[src/rtl/uart_rx_deframer.sv]
// uart_rx_deframer
// 8N1 serial receiver with mid-bit sampling, stop-bit check and a show-ahead
// byte FIFO behind a valid/ready handshake.
//
// Ports:
//   uart_clk    receive clock, all logic on the rising edge
//   nrst        synchronous active-low reset
//   rx_in       asynchronous serial line, idle high
//   m_data      byte at the FIFO head (meaningful only while m_valid=1)
//   m_valid     FIFO not empty
//   m_ready     consumer accepts the head byte
//   fifo_count  bytes currently buffered
//   busy        receiver FSM is inside a frame
//   frame_err   one-cycle pulse: stop bit sampled low, byte dropped
//   overrun     one-cycle pulse: good byte dropped because the FIFO was full
module uart_rx_deframer #(
  parameter int CLKS_PER_BIT = 16,
  parameter int FIFO_DEPTH   = 8
) (
  input  logic                           uart_clk,
  input  logic                           nrst,
  input  logic                           rx_in,
  output logic [7:0]                     m_data,
  output logic                           m_valid,
  input  logic                           m_ready,
  output logic [$clog2(FIFO_DEPTH):0]    fifo_count,
  output logic                           busy,
  output logic                           frame_err,
  output logic                           overrun
);

  localparam int AW   = $clog2(FIFO_DEPTH);
  localparam int CW   = AW + 1;
  localparam int CNTW = $clog2(CLKS_PER_BIT);

  localparam logic [CNTW-1:0] HALF_LAST = CNTW'(CLKS_PER_BIT / 2 - 1);
  localparam logic [CNTW-1:0] BIT_LAST  = CNTW'(CLKS_PER_BIT - 1);
  localparam logic [CW-1:0]   FULL_CNT  = CW'(FIFO_DEPTH);

  typedef enum logic [1:0] {IDLE, START, DATA, STOP} state_t;

  state_t          state, state_next;
  logic [CNTW-1:0] cnt;
  logic [2:0]      bit_idx;
  logic [7:0]      shreg;

  logic rx_meta, rx_sync, rx_prev;

  logic [7:0]    mem [FIFO_DEPTH];
  logic [AW-1:0] wr_ptr, rd_ptr;
  logic [CW-1:0] count;

  logic bit_end, half_end, data_sample, stop_sample;
  logic full, push, pop;

  // --------------------------------------------------------------------------
  // Line synchroniser and edge history; idle level is high.
  // --------------------------------------------------------------------------
  always_ff @(posedge uart_clk) begin
    if (!nrst) begin
      rx_meta <= 1'b1;
      rx_sync <= 1'b1;
      rx_prev <= 1'b1;
    end else begin
      // NOTE: non-blocking so each flop takes its neighbour's old value,
      // forming a real two-stage chain rather than collapsing into one.
      rx_meta <= rx_in;
      rx_sync <= rx_meta;
      rx_prev <= rx_sync;
    end
  end

  // --------------------------------------------------------------------------
  // FSM: state register
  // --------------------------------------------------------------------------
  always_ff @(posedge uart_clk) begin
    if (!nrst) state <= IDLE;
    else       state <= state_next;
  end

  assign bit_end  = (cnt == BIT_LAST);
  assign half_end = (cnt == HALF_LAST);

  // --------------------------------------------------------------------------
  // FSM: next-state logic
  // --------------------------------------------------------------------------
  always_comb begin
    // NOTE: default first so every path assigns state_next; no latch.
    state_next = state;
    unique case (state)
      // Only a true 1->0 transition starts a frame, so a stuck-low line
      // never retriggers.
      IDLE:  if (rx_prev && !rx_sync) state_next = START;
      START: if (half_end)            state_next = rx_sync ? IDLE : DATA;
      DATA:  if (bit_end && bit_idx == 3'd7) state_next = STOP;
      STOP:  if (bit_end)             state_next = IDLE;
      default:                        state_next = IDLE;
    endcase
  end

  // --------------------------------------------------------------------------
  // FSM: outputs / strobes
  // --------------------------------------------------------------------------
  always_comb begin
    busy        = (state != IDLE);
    data_sample = (state == DATA) && bit_end;
    stop_sample = (state == STOP) && bit_end;
  end

  // --------------------------------------------------------------------------
  // Bit timing counter, bit index and shift register
  // --------------------------------------------------------------------------
  always_ff @(posedge uart_clk) begin
    if (!nrst) begin
      cnt     <= '0;
      bit_idx <= '0;
      shreg   <= '0;
    end else begin
      unique case (state)
        IDLE:  cnt <= '0;
        START: cnt <= half_end ? '0 : cnt + 1'b1;
        default: cnt <= bit_end ? '0 : cnt + 1'b1;
      endcase
      if (state == START && half_end) bit_idx <= '0;
      else if (data_sample)           bit_idx <= bit_idx + 1'b1;
      if (data_sample) shreg[bit_idx] <= rx_sync;
    end
  end

  // --------------------------------------------------------------------------
  // Byte FIFO. Full is judged on the pre-pop count, so a push arriving while
  // full is dropped even if the consumer pops on the same edge.
  // --------------------------------------------------------------------------
  assign full = (count == FULL_CNT);
  assign push = stop_sample && rx_sync && !full;
  assign pop  = m_valid && m_ready;

  // NOTE: storage has no reset; pointers and count define which entries are
  // live, so clearing the array would only cost logic.
  always_ff @(posedge uart_clk) begin
    if (push) mem[wr_ptr] <= shreg;
  end

  always_ff @(posedge uart_clk) begin
    if (!nrst) begin
      wr_ptr    <= '0;
      rd_ptr    <= '0;
      count     <= '0;
      frame_err <= 1'b0;
      overrun   <= 1'b0;
    end else begin
      if (push) wr_ptr <= wr_ptr + 1'b1;
      if (pop)  rd_ptr <= rd_ptr + 1'b1;
      unique case ({push, pop})
        2'b10:   count <= count + 1'b1;
        2'b01:   count <= count - 1'b1;
        default: count <= count;
      endcase
      frame_err <= stop_sample && !rx_sync;
      overrun   <= stop_sample && rx_sync && full;
    end
  end

  assign m_data     = mem[rd_ptr];
  assign m_valid    = (count != '0);
  assign fifo_count = count;

endmodule

[config.mk]
export PLATFORM = sky130hd
export DESIGN_NAME = uart_rx_deframer
export DESIGN_NICKNAME = d
export VERILOG_FILES = /design/src/rtl/uart_rx_deframer.sv
export SDC_FILE = /design/constraint.sdc
export NUM_CORES = 1
export LEC_CHECK = 0
export BUFFER_PORTS_ARGS = -buffer_cell sky130_fd_sc_hd__buf_2
export CORE_MARGIN = 1.5
export CORE_UTILIZATION = 50
export DETAILED_ROUTE_END_ITERATION = 7
export GPL_TIMING_DRIVEN = 0
export PLACE_DENSITY = 0.67
export SYNTH_ARGS = -nofsm -noshare
export SYNTH_HDL_FRONTEND = slang
export SYNTH_SLANG_ARGS = --single-unit
[constraint.sdc]
create_clock -name uart_clk -period 2.99 [get_ports uart_clk]
set_input_delay 0.598 -clock uart_clk [delete_from_list [all_inputs] [get_ports uart_clk]]
set_output_delay 0.598 -clock uart_clk [all_outputs]
set_load 0.005 [all_outputs]
# Yosys cells after proc, flatten, opt, wreduce, memory -nomap -nowiden
# Memory sizes are Yosys's and may differ from the RTL's. A register that Yosys moved wholly into a read port is not among the register bits.
# Cells that the tools add are included.
[totals]
reg_bits = 32
mem_bits_rw = 64
output_inout_bits = 16
elab_cells = 71
mem_count = 1
[op_classes]
add_sub_neg = 6
order_cmp = 2
n_eq_ne = 13
n_mux = 17
bitwise = 1
reduce_logical = 19
[memory_table]
columns = ["name", "words", "width", "read_ports", "rd_ports_with_merged_regs", "write_ports", "line", "source"]
rows = [
  ["mem", 8, 8, 1, 1, 1, "49", "logic [7:0] mem [FIFO_DEPTH];"],
]
[op_table]
columns = ["cell", "count"]
rows = [
  ["4-bit one-hot mux with 2 select lines", 2],
  ["1-bit logical AND", 11],
  ["2-bit two-way mux", 5],
  ["3-bit by 1-bit adder with 3-bit output, second input constant", 3],
  ["4-bit by 1-bit adder with 4-bit output, second input constant", 2],
  ["8-bit bitwise mux", 1],
  ["4-bit == test, second input constant", 2],
  ["4-bit two-way mux", 2],
  ["2-bit inequality test, second input constant", 4],
  ["2-bit one-hot mux with 4 select lines", 1],
  ["2-bit == test, second input constant", 3],
  ["3-bit two-way mux", 2],
  ["2-bit by 1-bit == test with 1-bit output, second input constant", 2],
  ["4-bit by 3-bit == test with 1-bit output, second input constant", 1],
  ["3-bit by 4-bit less-than comparator with 1-bit output, second input constant", 1],
  ["4-bit AND reduction", 1],
  ["2-bit nonzero test", 2],
  ["4-bit nonzero test", 1],
  ["4-bit by 1-bit subtractor with 4-bit output, second input constant", 1],
  ["1-bit demux with 3-bit select", 1],
  ["3-bit == test, second input constant", 1],
  ["3-bit by 1-bit greater-or-equal comparator with 1-bit output, second input constant", 1],
  ["1-bit two-way mux", 3],
  ["1-bit zero test", 2],
  ["3 further kinds", 3],
]

# Longest topological paths before layout
[depth]
word_depth = 6
mapped_depth = 11

# Worst setup path before layout
# Ideal clock, no wire load.
[synth_path]
kind = "register to register"
start = "register count[1], in the netlist fifo_count[1]"
end = "register count[2], in the netlist fifo_count[2]"
arrival_time_ns = 2.381
t_required_ns = 2.919
path_slack_ns = 0.538
path_stages_with_launch = 12
n_path_buf = 1
path_cell_list = "dfxtp_1 > clkbuf_2 > or4_1 > nand2_1 > inv_1 > ha_1 > xor2_1 > ha_1 > a21oi_1 > xor2_1 > or3_1 > a21oi_1"
[synth_between]
word_cells_on_any_way = 11
classes_between = "2 x add/sub; 3 x eq/ne; 1 x mux; 5 x reduce/logical"
[synth_lines]
columns = ["element", "line", "source"]
rows = [
  ["start, declared", "51", "logic [CW-1:0] count;"],
  ["start signal, assigned", "155", "2'b10: count <= count + 1'b1;"],
  ["start signal, assigned", "156", "2'b01: count <= count - 1'b1;"],
  ["start signal, assigned", "157", "default: count <= count;"],
  ["4-bit nonzero test (*)", "165", "assign m_valid = (count != '0);"],
  ["named net m_valid", "24", "output logic m_valid,"],
  ["1-bit logical AND (*)", "136", "assign pop = m_valid && m_ready;"],
  ["named net pop", "54", "logic full, push, pop;"],
  ["2-bit by 1-bit == test with 1-bit output / 2-bit == test (equally long branches)", "154", "unique case ({push, pop})"],
  ["4-bit one-hot mux with 2 select lines / 2-bit nonzero test (equally long branches)", "-", ""],
]
# Mark *: on every way through the listed nets, which the timed path passes. The rest lies on a longest branch.
# A chain may end at the register's enable or synchronous reset.

==> results by group <==
Synth
  – Number of synthesized flops with an enable pin: 64
  – Yosys reg bits: 99
  – Dominant cells by area after synthesis: edfxtp_1, dfxtp_1, mux4_2, mux2i_1, ha_1
  – Synth Area in Compound Gates: 3.849%
  – Count of warnings emitted by yosys: 0
  – Register area share after synthesis: 65.05%
  – Post-synthesis mux area share: 13.90%
  – Largest area contributor in the netlist: edfxtp_1
  – Cell count after synthesis: 268
  – Post-synthesis adder-cell area fraction: 2.483%
  – Post-Synth XOR/XNOR Area: 1.738%
  – Yosys cell types: 45
  – Synth Area in Simple Gates: 10.43%
  – FFs w/ async S/R, synth: 0%
  – Main combinational cell family by area after synthesis: multiplexers
  – Ys flop type: edfxtp_1
  – Syn avg cell area: 15.04 µm²
  – Area fraction of the dominant cell type after synthesis: 47.67%
  – Mapped cell area: 4031 µm²
  – Mapped Nets: 280

Floorplan
  – DIE AREA: 8610 µm²
  – Die height: 92.79 µm
  – Core Box Area: 7767 µm²
  – Starting Density: 51.90%
  – Cell Rows: 32
  – Io pins: 20
  – Die width: 92.79 µm

Global route
  – First-pass GRT wire length: 10640 µm
  – GR Util All Layers: 16.93%
  – Vias in the first global route: 2116
  – Grt total ovfl: 0
  – Largest net degree at the start of global routing: 17
  – Initial antenna violation count: 0

Detailed routing
  – Final WL: 6733 µm
  – Drt pass-1 iters: 4
  – Via/cell ratio: 5.402
  – ANT nets after route: 0
  – Total number of vias: 2188
  – DR WL/cell: 16.62 µm
  – Initial DRC Count: 181
  – # DRC: 0

Place
  – DP Wirelength: 4483 µm
  – Routability Congestion: 0.7315
  – Dpl cell area: 4270 µm²
  – Dpl cells: 390
  – IO buf count: 18

Final layout
  – Design area: 4479 µm²
  – Synth-to-Final Area Change: 11.11%
  – Post-layout nets: 311
  – Register Area: 2623 µm²
  – Antenna cells: 0
  – Fill cell count: 630
  – Multi-input gate area: 1328 µm²
  – Layout cells sized above 1: 27.06%
  – Post-Layout Cell Count: 405

Worst setup path
  – R2r startpoint: cnt[0]
  – Setup CP Type: flop to output port
  – Reg2Reg Depth: 11
  – Max FO, Critical Path: 10
  – Worst EP arrival: 2190 ps
  – R2R setup slack: 270 ps
  – Worst Path Required: 2390 ps
  – CP Launch Type: flop
  – Setup crit end: m_data[1]
  – CP endpoint kind: output port
  – Worst reg2reg endpoint: fifo_count[2]

Power
  – Maximum VDD drop: 213.9 µV
  – Pleak: 0.001514 µW
  – Cell area power density: 512.2 nW/µm²

STA
  – Max_slew headroom: 40.38%
  – Final setup viols: 0
  – Unrepaired setup endpoints after global routing: false
  – Fmax: 358.7 MHz
  – Fin crit share: 93.24%
  – Setup Skew: 7.864 ps
  – TNS Setup: 0 ps
  – Slew Limit Fails: 0
  – Worst-Margin Slew: 891.0 ps
  – Final hold vios: 0
  – Tmin final: 2788 ps

Clocking
  – Root buf cell: clkbuf_8
  – Max Root-Sink Buffers: 2
  – Clk_lat worst skew: 350 ps
  – CTS Buf Count: 9
  – TritonCTS clock tree: done
  – Postcts setup bufs: 0
  – CTS sink count: 99
  – Clock transition at the registers of the reported paths: 90 ps
  – H-tree depth: 3

Worst hold path
  – Worst Hold Class: flop to flop

Flow run
  – Max-Cap Viols: 0

Outcome
  – Outcome: completed
==> critical path, stage by stage (launching register included) <==
cell and delay, ps:
dfxtp_1 320, buf_2 240, clkbuf_4 340, mux4_2 550, mux2_2 270, buf_2 120
==> cell usage in the layout (no fill, tap or decap), types with 6 or more instances in the layout <==
master | netlist | routed
edfxtp_1 | 64 | 64
dfxtp_1 | 35 | 35
buf_2 | 3 | 20
nand2_1 | 18 | 18
nor2_1 | 18 | 18
mux4_2 | 16 | 16
mux2i_1 | 11 | 11
a21oi_1 | 9 | 9
clkbuf_8 | 0 | 9
mux2_2 | 8 | 8
ha_1 | 8 | 8
nand2b_1 | 7 | 7
nand3_1 | 6 | 6
xor2_1 | 6 | 6
==> metal layers <==
| layer | GRT usage [%] | routed length, µm | up-vias | part of all wire [%] |
|---|---|---|---|---|
| met2 | 28.65 | 3436 | 34 | 51 |
| met1 | 21.39 | 3068 | 1078 | 46 |
| met4 | 5.682 | 48 | 0 | 0.71 |
| met3 | 3.941 | 179 | 4 | 2.7 |
| li1 | - | - | 1072 | - |
| met5 | 0 | 0 | - | 0 |
==> logic make-up after synthesis <==
logic type	count (synthesis)
XOR/XNOR	8
AND/OR/NAND/NOR	75
buffers and inverters	21
adder cells (fa/ha/maj)	8
flip-flops	99
multiplexers	35
AO/OA/AOI/OAI	22
==> worst min-delay path by stage <==
stage          cells after the start    start  slack (ps)  endpoint
2_1_floorplan                      1  rx_meta         390   rx_sync
3_3_place_gp                       1  rx_meta         390   rx_sync
3_5_place_dp                       1  rx_meta         420   rx_sync
4_1_cts                            2    rx_in         420   rx_meta
5_1_grt                            2    rx_in         430   rx_meta
6_report                           1  rx_meta         430   rx_sync
==> state kept, by name (all words and copies together), names as in the netlist, named ones only <==
name and cells:
mem 64, shreg 8, cnt 4, fifo_count 4, bit_idx 3, rd_ptr 3, wr_ptr 3, frame_err 1
overrun 1, rx_meta 1, rx_prev 1, rx_sync 1, state 1
==> layout make-up <==
type,instances,area share (%)
buffer,14,1.788
clock buffer,9,2.765
clock inverter,6,1.480
inverter,7,0.5866
multi-input combinational,148,29.64
sequential,99,58.55
tap,102,2.849
timing repair buffer,20,2.346
==> cells in the mapped netlist, types with 3 or more instances <==
cell	count
edfxtp_1	64
dfxtp_1	35
nand2_1	18
nor2_1	18
mux4_2	16
mux2i_1	11
a21oi_1	9
ha_1	8
mux2_2	8
nand2b_1	7
clkbuf_1	6
nand3_1	6
xor2_1	6
inv_1	5
nor3_1	5
o21ai_0	4
buf_2	3
==> timing repair <==
item / in CTS / in global routing
pin swaps: 0 / 0
resized for setup: 1 / 1
hold buffers: 0 / 0
endpoints found under the setup margin: 8 / 8
==> through the flow <==
step                      setup WS, ps  hold WS [ps]  utilization (%)  total power [µW]
after floorplan                  538.5         386.3                -              1486
after detailed placement         132.0         416.2            54.98              1494
after CTS                        55.74         418.3            57.44              2309
after global routing             63.78         432.3            57.67              2361
after global placement          -256.0         393.7            54.70              1493
final                            202.0         430.4            57.67              2294
==> power by group <==
group / internal, µW / switching (µW) / leakage [µW]
Sequential: 1440 / 1.59 / 0.000894
Combinational: 6.89 / 15.0 / 0.000530
Clock: 384 / 449 / 0.0000894
Note: power is estimated with default switching activity, not from simulation.
